[config.mk]
export PLATFORM = sky130hd
export DESIGN_NAME = wb_stage_pipe
export DESIGN_NICKNAME = d
export VERILOG_FILES = /design/src/rtl/wb_stage_pipe_pkg.sv /design/src/rtl/wb_stage_pipe_load_align.sv /design/src/rtl/wb_stage_pipe.sv
export SDC_FILE = /design/constraint.sdc
export NUM_CORES = 1
export LEC_CHECK = 0
export CORE_UTILIZATION = 50
export DETAILED_ROUTE_END_ITERATION = 10
export PLACE_DENSITY = 0.87
export SETUP_SLACK_MARGIN = 0.3
export SLEW_MARGIN = 20
export SYNTH_ARGS = -nofsm -noshare
export SYNTH_HDL_FRONTEND = slang
export SYNTH_SLANG_ARGS = --single-unit
[constraint.sdc]
create_clock -name clk -period 3.85 [get_ports clk]
set_clock_uncertainty 0.05 [all_clocks]
set_input_delay 1.155 -clock clk [delete_from_list [all_inputs] [get_ports clk]]
set_output_delay 1.155 -clock clk [all_outputs]
set_load 0.005 [all_outputs]
[src/rtl/wb_stage_pipe_pkg.sv]
// Shared encodings and helpers for the write-back stage.
package wb_pkg;

   localparam logic [1:0] WOS_SET  = 2'b00;
   localparam logic [1:0] WOS_EXT  = 2'b01;
   localparam logic [1:0] WOS_PC4  = 2'b10;
   localparam logic [1:0] WOS_NONE = 2'b11;

   localparam logic [1:0] WHB_B = 2'b00;
   localparam logic [1:0] WHB_H = 2'b01;
   localparam logic [1:0] WHB_W = 2'b10;
   localparam logic [1:0] WHB_D = 2'b11;

   typedef enum logic [0:0] {
      IDLE     = 1'b0,
      WAIT_MEM = 1'b1
   } wb_state_e;

   // A dword request on a 32-bit datapath degrades to a word access.
   function automatic logic [1:0] eff_whb(input logic [1:0] whb, input int xlen);
      logic [1:0] r;
      r = whb;
      if ((xlen == 32) && (whb == WHB_D)) begin
         r = WHB_W;
      end else begin
         r = whb;
      end
      return r;
   endfunction

   function automatic logic is_misaligned(input logic [1:0] whb, input logic [2:0] lo);
      logic r;
      case (whb)
         WHB_B:   r = 1'b0;
         WHB_H:   r = lo[0];
         WHB_W:   r = (lo[1:0] != 2'b00);
         WHB_D:   r = (lo != 3'b000);
         default: r = 1'b0;
      endcase
      return r;
   endfunction

endpackage

[src/rtl/wb_stage_pipe_load_align.sv]
// Byte-lane select plus sign/zero extension, shared by load data and ALU results.
module load_align
   import wb_pkg::*;
#(
   parameter int XLEN = 32
) (
   input  logic [XLEN-1:0] data_i,
   input  logic [2:0]      lane_i,
   input  logic [1:0]      whb_i,
   input  logic            su_i,
   output logic [XLEN-1:0] data_o
);

   logic [5:0]      shamt_s;
   logic [XLEN-1:0] shifted_s;
   logic [XLEN-1:0] mask_s;
   logic [6:0]      width_s;
   logic            sign_s;

   // Shift the addressed lane down, then mask to the access size and extend.
   always_comb begin
      shamt_s = 6'd0;
      if (XLEN == 64) begin
         shamt_s = {lane_i, 3'b000};
      end else begin
         shamt_s = {1'b0, lane_i[1:0], 3'b000};
      end
      shifted_s = data_i >> shamt_s;
      width_s   = 7'd8;
      sign_s    = 1'b0;
      case (whb_i)
         WHB_B: begin
            width_s = 7'd8;
            sign_s  = shifted_s[7];
         end
         WHB_H: begin
            width_s = 7'd16;
            sign_s  = shifted_s[15];
         end
         WHB_W: begin
            width_s = 7'd32;
            sign_s  = shifted_s[31];
         end
         WHB_D: begin
            width_s = 7'(XLEN);
            sign_s  = shifted_s[XLEN-1];
         end
         default: begin
            width_s = 7'd8;
            sign_s  = 1'b0;
         end
      endcase
      mask_s = ~({XLEN{1'b1}} << width_s);
      if (sign_s && !su_i) begin
         data_o = (shifted_s & mask_s) | ~mask_s;
      end else begin
         data_o = shifted_s & mask_s;
      end
   end

endmodule

[src/rtl/wb_stage_pipe.sv]
// Registered write-back stage: source select, load alignment, regfile write port.
// Optional macro WB_BYPASS_EN exposes the next-cycle write for EX forwarding.
module wb_stage_pipe
   import wb_pkg::*;
#(
   parameter int XLEN     = 32,
   parameter int REG_AW   = 5,
   parameter int RETIRE_W = 32
) (
   input  logic                clk,
   input  logic                rst,
   input  logic                in_valid,
   output logic                in_ready,
   input  logic [REG_AW-1:0]   in_rd,
   input  logic                in_is_load,
   input  logic [1:0]          in_wos,
   input  logic [1:0]          in_whb,
   input  logic                in_su,
   input  logic [2:0]          in_addr_lo,
   input  logic [XLEN-1:0]     in_result,
   input  logic [XLEN-1:0]     in_pc4,
   input  logic                in_lt,
   input  logic                in_ltu,
   input  logic                mem_rvalid,
   input  logic [XLEN-1:0]     mem_rdata,
   output logic                rf_we,
   output logic [REG_AW-1:0]   rf_waddr,
   output logic [XLEN-1:0]     rf_wdata,
   output logic                misalign,
   output logic                stray_rsp,
   output logic [RETIRE_W-1:0] retire_cnt
`ifdef WB_BYPASS_EN
   ,
   output logic                byp_valid,
   output logic [REG_AW-1:0]   byp_rd,
   output logic [XLEN-1:0]     byp_data
`endif
);

   wb_state_e state_q, state_d;

   logic [REG_AW-1:0]   rd_q, rd_d;
   logic [1:0]          whb_q, whb_d;
   logic                su_q, su_d;
   logic [2:0]          addr_lo_q, addr_lo_d;
   logic [1:0]          wos_q, wos_d;

   logic                rf_we_q;
   logic [REG_AW-1:0]   rf_waddr_q;
   logic [XLEN-1:0]     rf_wdata_q;
   logic                misalign_q;
   logic                stray_q;
   logic [RETIRE_W-1:0] retire_q;

   logic                wr_fire_s;
   logic [REG_AW-1:0]   wr_rd_s;
   logic [1:0]          wr_wos_s;
   logic                wr_mis_s;
   logic                wr_we_s;
   logic [XLEN-1:0]     wr_data_s;
   logic                stray_s;

   logic [XLEN-1:0]     al_data_s;
   logic [2:0]          al_lane_s;
   logic [1:0]          al_whb_s;
   logic                al_su_s;
   logic [XLEN-1:0]     al_out_s;

   load_align #(.XLEN(XLEN)) u_align (
      .data_i (al_data_s),
      .lane_i (al_lane_s),
      .whb_i  (al_whb_s),
      .su_i   (al_su_s),
      .data_o (al_out_s)
   );

   // Next state, load-context capture and the write decision for this cycle.
   always_comb begin
      state_d   = state_q;
      rd_d      = rd_q;
      whb_d     = whb_q;
      su_d      = su_q;
      addr_lo_d = addr_lo_q;
      wos_d     = wos_q;
      wr_fire_s = 1'b0;
      wr_rd_s   = in_rd;
      wr_wos_s  = in_wos;
      wr_mis_s  = 1'b0;
      stray_s   = 1'b0;
      al_data_s = in_result;
      al_lane_s = 3'b000;
      al_whb_s  = eff_whb(in_whb, XLEN);
      al_su_s   = in_su;
      case (state_q)
         IDLE: begin
            // A response here (even alongside a load transfer) is never consumed.
            stray_s = mem_rvalid;
            if (in_valid && in_is_load) begin
               rd_d      = in_rd;
               whb_d     = eff_whb(in_whb, XLEN);
               su_d      = in_su;
               addr_lo_d = in_addr_lo;
               wos_d     = in_wos;
               state_d   = WAIT_MEM;
            end else if (in_valid) begin
               wr_fire_s = 1'b1;
               wr_mis_s  = (in_wos == WOS_EXT) && is_misaligned(al_whb_s, in_addr_lo);
            end else begin
               state_d = IDLE;
            end
         end
         WAIT_MEM: begin
            wr_rd_s   = rd_q;
            wr_wos_s  = wos_q;
            al_data_s = mem_rdata;
            al_lane_s = addr_lo_q;
            al_whb_s  = whb_q;
            al_su_s   = su_q;
            wr_mis_s  = is_misaligned(whb_q, addr_lo_q);
            if (mem_rvalid) begin
               wr_fire_s = 1'b1;
               state_d   = IDLE;
            end else begin
               state_d = WAIT_MEM;
            end
         end
         default: begin
            state_d = IDLE;
         end
      endcase
   end

   // Write-data source select; loads always write the aligned response.
   always_comb begin
      wr_data_s = al_out_s;
      if (state_q == WAIT_MEM) begin
         wr_data_s = al_out_s;
      end else begin
         case (in_wos)
            WOS_SET:  wr_data_s = {{(XLEN-1){1'b0}}, (in_lt | in_ltu)};
            WOS_EXT:  wr_data_s = al_out_s;
            WOS_PC4:  wr_data_s = in_pc4;
            WOS_NONE: wr_data_s = {XLEN{1'b0}};
            default:  wr_data_s = {XLEN{1'b0}};
         endcase
      end
   end

   assign wr_we_s = wr_fire_s && (wr_rd_s != {REG_AW{1'b0}}) &&
                    (wr_wos_s != WOS_NONE) && !wr_mis_s;

   // State, captured load context and registered regfile port.
   always_ff @(posedge clk) begin
      if (rst) begin
         state_q    <= IDLE;
         rd_q       <= {REG_AW{1'b0}};
         whb_q      <= WHB_B;
         su_q       <= 1'b0;
         addr_lo_q  <= 3'b000;
         wos_q      <= WOS_SET;
         rf_we_q    <= 1'b0;
         rf_waddr_q <= {REG_AW{1'b0}};
         rf_wdata_q <= {XLEN{1'b0}};
         misalign_q <= 1'b0;
         stray_q    <= 1'b0;
         retire_q   <= {RETIRE_W{1'b0}};
      end else begin
         state_q    <= state_d;
         rd_q       <= rd_d;
         whb_q      <= whb_d;
         su_q       <= su_d;
         addr_lo_q  <= addr_lo_d;
         wos_q      <= wos_d;
         rf_we_q    <= wr_we_s;
         misalign_q <= wr_fire_s && wr_mis_s;
         stray_q    <= stray_s;
         if (wr_fire_s) begin
            rf_waddr_q <= wr_rd_s;
            rf_wdata_q <= wr_data_s;
            retire_q   <= retire_q + {{(RETIRE_W-1){1'b0}}, 1'b1};
         end
      end
   end

   assign in_ready   = (state_q == IDLE);
   assign rf_we      = rf_we_q;
   assign rf_waddr   = rf_waddr_q;
   assign rf_wdata   = rf_wdata_q;
   assign misalign   = misalign_q;
   assign stray_rsp  = stray_q;
   assign retire_cnt = retire_q;

`ifdef WB_BYPASS_EN
   assign byp_valid = wr_we_s;
   assign byp_rd    = wr_rd_s;
   assign byp_data  = wr_data_s;
`endif

endmodule
==> impl_metrics.yaml, run 1 <==
floorplanning:
  io_pins: 189
  dieWidth_um: 106
  placementRows: 37
  die_area_um2: 11300
  dieHeight_um: 106
  core_area_um2: 10400
  floorplan.initialDensity_pct: 52.0
clock_tree:
  ctsHoldBuffers: 0
  post_cts_buffers: 0
  clk-insertion-delay-late_ns: 0.36
  cts_buffers: 9
  cts_tree: "done"
  clk_pin_slew_worst_paths_ns: 0.08
  cts_resized: 0
  ctsRootBufferMaster: "clkbuf_8"
  clk_path_buf_depth: 2
  clock-sinks: 86
  cts-htree-levels: 3
timing:
  slew_violations: 0
  period_needed_ns: 3.22
  rsz0062_at_grt: "no"
  slew_headroom_pct: 34.7
  timing.hold.ws_ns: 0.420
  hold_viol_final: 0
  setup_viol: 0
  fmax_ghz: 0.311
  worst_pin_slew_ns: 0.979
  fin_crit_sh_pct: 83.6
  fin_tns_setup_ns: 0
synth:
  synth.avg_cell_area_um2: 8.33
  synth.top_cell.area_share_pct: 31.8
  ys_seq_area_share_pct: 31.8
  syn_inst: 651
  synthTopCellsByArea: "dfxtp_1 (32%), a21oi_1 (6.4%), mux2i_1 (5.4%)"
  yosys_register_bits: 86
  ys_warn_count: 0
  synthFlopType: "dfxtp_1"
  syn_nets: 768
  synth_area_um2: 5420
  yosysUniqueCellTypes: 67
  yosysMostFrequentCell: "dfxtp_1"
  synth-async-reset-ratio_pct: 0
  synth_edf_count: 0
  yosysTopAreaCell: "dfxtp_1"
  synthTopCellsByCount: "dfxtp_1 (86), a21oi_1 (69), nand2_1 (50), nor2_1 (46)"
pwr:
  seq_power_share_pct: 46.0
  vdd_ir_drop_max_mv: 0.213
  switching_power_mw: 0.635
  leakagePower_nw: 2.54
  power_frac_clock_pct: 27.2
  power_mw: 2.11
  power_frac_comb_pct: 26.8
  power_density_nw_per_um2: 280
  swShare_pct: 30.1
  p_int_mw: 1.47
placement:
  place_congestion: 0.973
  port_buffers: 188
  dpl.hpwl_mm: 14.8
  dp.cells: 935
final_layout:
  nNetsFinal: 927
  area_growth_pct: 38.5
  drive_above_1_share_pct: 7.49
  multi_input_area_um2: 3350
  fillers: 821
  fin_cells: 950
  finish.utilization_pct: 72.1
  regArea_um2: 1720
  diodes: 0
routing:
  viasPerCell: 6.50
  wl_per_cell_um: 20.7
  drtAntennaViolNets: 0
  drt_iter0_drc: 430
  dr.pass1.iters: 8
  num_vias: 6179
  drt-total-wl_mm: 19.7
  drcViolationCount: 0
critical_path:
  cp-end-kind: "flop"
  path_cells: "clkdlybuf4s50_1 -> or3b_1 -> nand2_1 -> buf_4 -> o221ai_1 -> a21oi_1"
  path_buf_inv: 2
  crit_required_ns: 4.09
  path_class: "in2reg"
  cpLargestDelayFamily: "simple AND/OR/NAND/NOR gates"
  crit_arrival_ns: 3.46
  path_max_fanout: 17
  cp_slowest_cell: "clkdlybuf4s50_1"
  cp-start-kind: "input port"
  max_stage_delay_ns: 0.56
run_status:
  status: "complete, no violations"
min_path:
  hp-class: "reg2reg"
global_route:
  grt_pass1_vias: 5905
  grt_usage_pct: 34.2
  grt_overflow: 0
  antenna_found_initial: 0
  grt_max_degree: 55
  grt_pass1_wl_mm: 30.7
flow_run:
  cap_violations: 0
## state kept, by name (all words and copies together), names as in the netlist
signal      count
retire_cnt     32
rf_we           1
misalign        1
rf_waddr        5
addr_lo_q       3
rd_q            5
rf_wdata       32
su_q            1
wos_q           2
state_q         1
stray_rsp       1
whb_q           2
## power groups by stage
stage	logic, mW	registers (mW)	clock network [mW]
2_1_floorplan	0.273	0.976	0
3_3_place_gp	0.537	0.986	0
3_5_place_dp	0.550	0.988	0
4_1_cts	0.553	0.967	0.565
5_1_grt	0.596	0.972	0.597
6_report	0.563	0.969	0.574
## path summary, 6_finish.rpt
check              start            to  slack, ns  cells past startpoint
max             in_valid  rf_wdata[19]       0.63                      6
min          rf_wdata[4]   rf_wdata[4]       0.42                      2
max reg2reg      state_q  rf_wdata[19]       1.22                      6
min reg2reg  rf_wdata[4]   rf_wdata[4]       0.42                      2
## layout make-up
cell class                 count  share of cell area (%)
clock buffer                  11                    1.88
clock inverter                 4                   0.317
inverter                      19                   0.950
multi-input combinational    487                    44.6
sequential                    86                    22.9
tap                          136                    2.27
timing repair buffer         207                    27.1
## logic make-up after synthesis
kind of cell	after synthesis	synth area share (%)
xor gates and xnor gates	9	1.45
and+or+nand+nor	225	23.6
adders and majority gates	1	0.231
muxes	44	8.47
DFF	86	31.8
buffers and inverters	78	6.60
AOI/OAI and AO/OA	208	27.9
## stage by stage
stage	instance area, um^2	worst slack [ns]
final	7510	0.631
after global routing	7510	0.524
after CTS	7510	0.676
after detailed placement	7340	0.331
after global placement	7340	0.382
after floorplan	5420	1.27
## worst min-delay path, cell delays in order (launching register included)
cell and delay [ns]:
dfxtp_1 0.33, nand2_1 0.05, a21oi_1 0.05
## routing by layer
layer	global-route usage [%]	share of wire, %
met5	0	0
met4	13.6	3.5
met3	4.97	8.9
met2	58.3	48
met1	43.4	40
## cell usage in the layout (no fill, tap or decap), types with 17 or more instances in the layout
cell type and count:
nand3b_1 17, mux2i_1 29, inv_1 18, dfxtp_1 85, clkdlybuf4s50_1 187, nor2b_1 18, nand2_1 50, nor2_1 46
o211ai_1 25, a21oi_1 69, buf_4 18
Power figures use the tool's default switching activity.
==> run 2: changes to the inputs <==
--- a/config.mk
+++ b/config.mk
@@ -5,9 +5,9 @@
 export SDC_FILE = /design/constraint.sdc
 export NUM_CORES = 1
 export LEC_CHECK = 0
-export CORE_UTILIZATION = 50
+export CORE_UTILIZATION = 42
 export DETAILED_ROUTE_END_ITERATION = 10
-export PLACE_DENSITY = 0.87
+export PLACE_DENSITY = 0.78
 export SETUP_SLACK_MARGIN = 0.3
 export SLEW_MARGIN = 20
 export SYNTH_ARGS = -nofsm -noshare
==> constraint.sdc (replaced) <==
create_clock -name clk -period 2.86 [get_ports clk]
set_clock_uncertainty 0.05 [all_clocks]
set_input_delay 0.858 -clock clk [delete_from_list [all_inputs] [get_ports clk]]
set_output_delay 0.858 -clock clk [all_outputs]
set_load 0.005 [all_outputs]
==> impl_metrics.yaml, run 2 (synthesis results as in run 1) <==
floorplanning:
  floorplan.initialDensity_pct: 43.0
  io_pins: 189
  dieWidth_um: 116
  die_area_um2: 13400
  dieHeight_um: 116
  placementRows: 41
  core_area_um2: 12600
clock_tree:
  ctsRootBufferMaster: "clkbuf_16"
  cts-htree-levels: 3
  clk_pin_slew_worst_paths_ns: 0.07
  ctsHoldBuffers: 0
  clk-insertion-delay-late_ns: 0.35
  clock-sinks: 86
  clk_path_buf_depth: 2
  cts_tree: "done"
  post_cts_buffers: 0
  cts_buffers: 9
final_layout:
  final_cell_mix: "clkdlybuf4s50_1 (186), dfxtp_1 (85), a21oi_1 (69), nand2_1 (50), nor2_1 (46)"
  diodes: 0
  regArea_um2: 1730
  nNetsFinal: 950
  layout.cells.most_common: "clkdlybuf4s50_1"
  fillers: 1109
  finalInstanceArea_um2: 8010
  multi_input_area_um2: 3360
  area_growth_pct: 47.8
  drive_above_1_share_pct: 10.6
timing:
  timing.hold.ws_ns: 0.405
  fmax_ghz: 0.404
  rsz0062_at_grt: "yes"
  period_needed_ns: 2.48
  slew_violations: 0
  worst_pin_slew_ns: 0.900
  hold_viol_final: 0
  setup_viol: 0
  fin_crit_sh_pct: 86.6
  slew_headroom_pct: 40.0
critical_path:
  path_cells: "clkdlybuf4s50_1 -> and4bb_1 -> buf_4 -> o2111ai_2 -> or4_1 -> a21oi_1"
  crit_required_ns: 3.08
  cp-start-kind: "input port"
  path_max_fanout: 8
  cp_slowest_cell: "clkdlybuf4s50_1"
  cp-end-kind: "flop"
  max_stage_delay_ns: 0.49
  crit_arrival_ns: 2.70
  path_buf_inv: 2
  path_class: "in2reg"
  cpLargestDelayFamily: "simple AND/OR/NAND/NOR gates"
routing:
  viasPerCell: 6.10
  num_vias: 6165
  drcViolationCount: 0
  wl_per_cell_um: 19.5
  drtAntennaViolNets: 0
  dr.pass1.iters: 5
  drt-total-wl_mm: 19.7
  drt_iter0_drc: 590
min_path:
  hp-class: "reg2reg"
flow_run:
  cap_violations: 0
placement:
  place_congestion: 0.963
  dpl.hpwl_mm: 14.4
  place_area_um2: 7660
  port_buffers: 188
global_route:
  grt_overflow: 0
  grt_pass1_wl_mm: 30.4
  grt_usage_pct: 29.3
  antenna_found_initial: 0
  grt_pass1_vias: 5873
  grt_max_degree: 53
pwr:
  vdd_ir_drop_max_mv: 0.333
  leakagePower_nw: 2.77
  power_density_nw_per_um2: 428
run_status:
  status: "complete, no violations"
[run 2: cell types whose count changed in the layout (fill, tap and decap cells not counted), sizes merged]
cell,change
buf,+23
clkinv,-4
inv,+4
bufinv,+2
clkbuf,-1
clkdlybuf4s50,-1
dlymetal6s2s,+1
[run 2: worst paths after layout]
check	start	cells after the start	slack [ns]	endpoint
worst max-delay path	in_is_load	6	0.38	retire_cnt[14]
worst min-delay path	rf_wdata[5]	2	0.40	rf_wdata[5]
worst max register to register	state_q	5	0.62	rf_wdata[14]
worst min register to register	rf_wdata[5]	2	0.40	rf_wdata[5]
[run 2: where the power goes]
group / internal [mW] / leakage [nW] / switching [mW]
registers: 1.25 / 0.701 / 0.0474
clock network: 0.805 / 0.166 / 0.536
logic: 0.429 / 1.91 / 0.360
[run 2: cell type report]
type                    instances  share of cell area [%]
well taps                     172                    2.69
multi-input cells             487                    41.9
clock inverters                 6                    1.22
inverters                      19                   0.890
repair buffers                230                    28.8
flip-flops and latches         86                    21.5
clock buffers                  10                    2.98
[run 2: through the flow]
stage	std cells	utilization, %	power [mW]	worst slack, ns	setup TNS (ns)
2_1_floorplan	651	-	1.68	0.574	0
3_3_place_gp	994	60.7	2.08	0.0877	0
5_1_grt	1010	63.5	3.55	0.274	0
6_report	1010	63.5	3.43	0.383	0
3_5_place_dp	994	60.7	2.10	-0.0250	-0.0250
4_1_cts	1010	63.4	3.43	0.302	0
[run 2: worst register-to-register path: stages, from the launching register on]
cell and delay [ns]:
dfxtp_4 0.51, buf_4 0.35, or3_1 0.23, and2_0 0.49, o211ai_1 0.19, a311oi_1 0.33
[run 2: timing repair]
item | 4_1_cts | 5_1_grt
hold endpoints to repair | 0 | 0
setup endpoints to repair | 0 | 7
resized for setup | 0 | 5
[run 2: routing by layer]
layer / share of wire [%] / wire length, um / vias up / GRT usage (%)
li1: - / - / 2848 / -
met1: 41 / 8050 / 2927 / 37.9
met2: 47 / 9310 / 343 / 47.5
met3: 8.4 / 1650 / 47 / 4.71
met4: 3.6 / 715 / 0 / 14.4
met5: 0 / 0 / - / 0
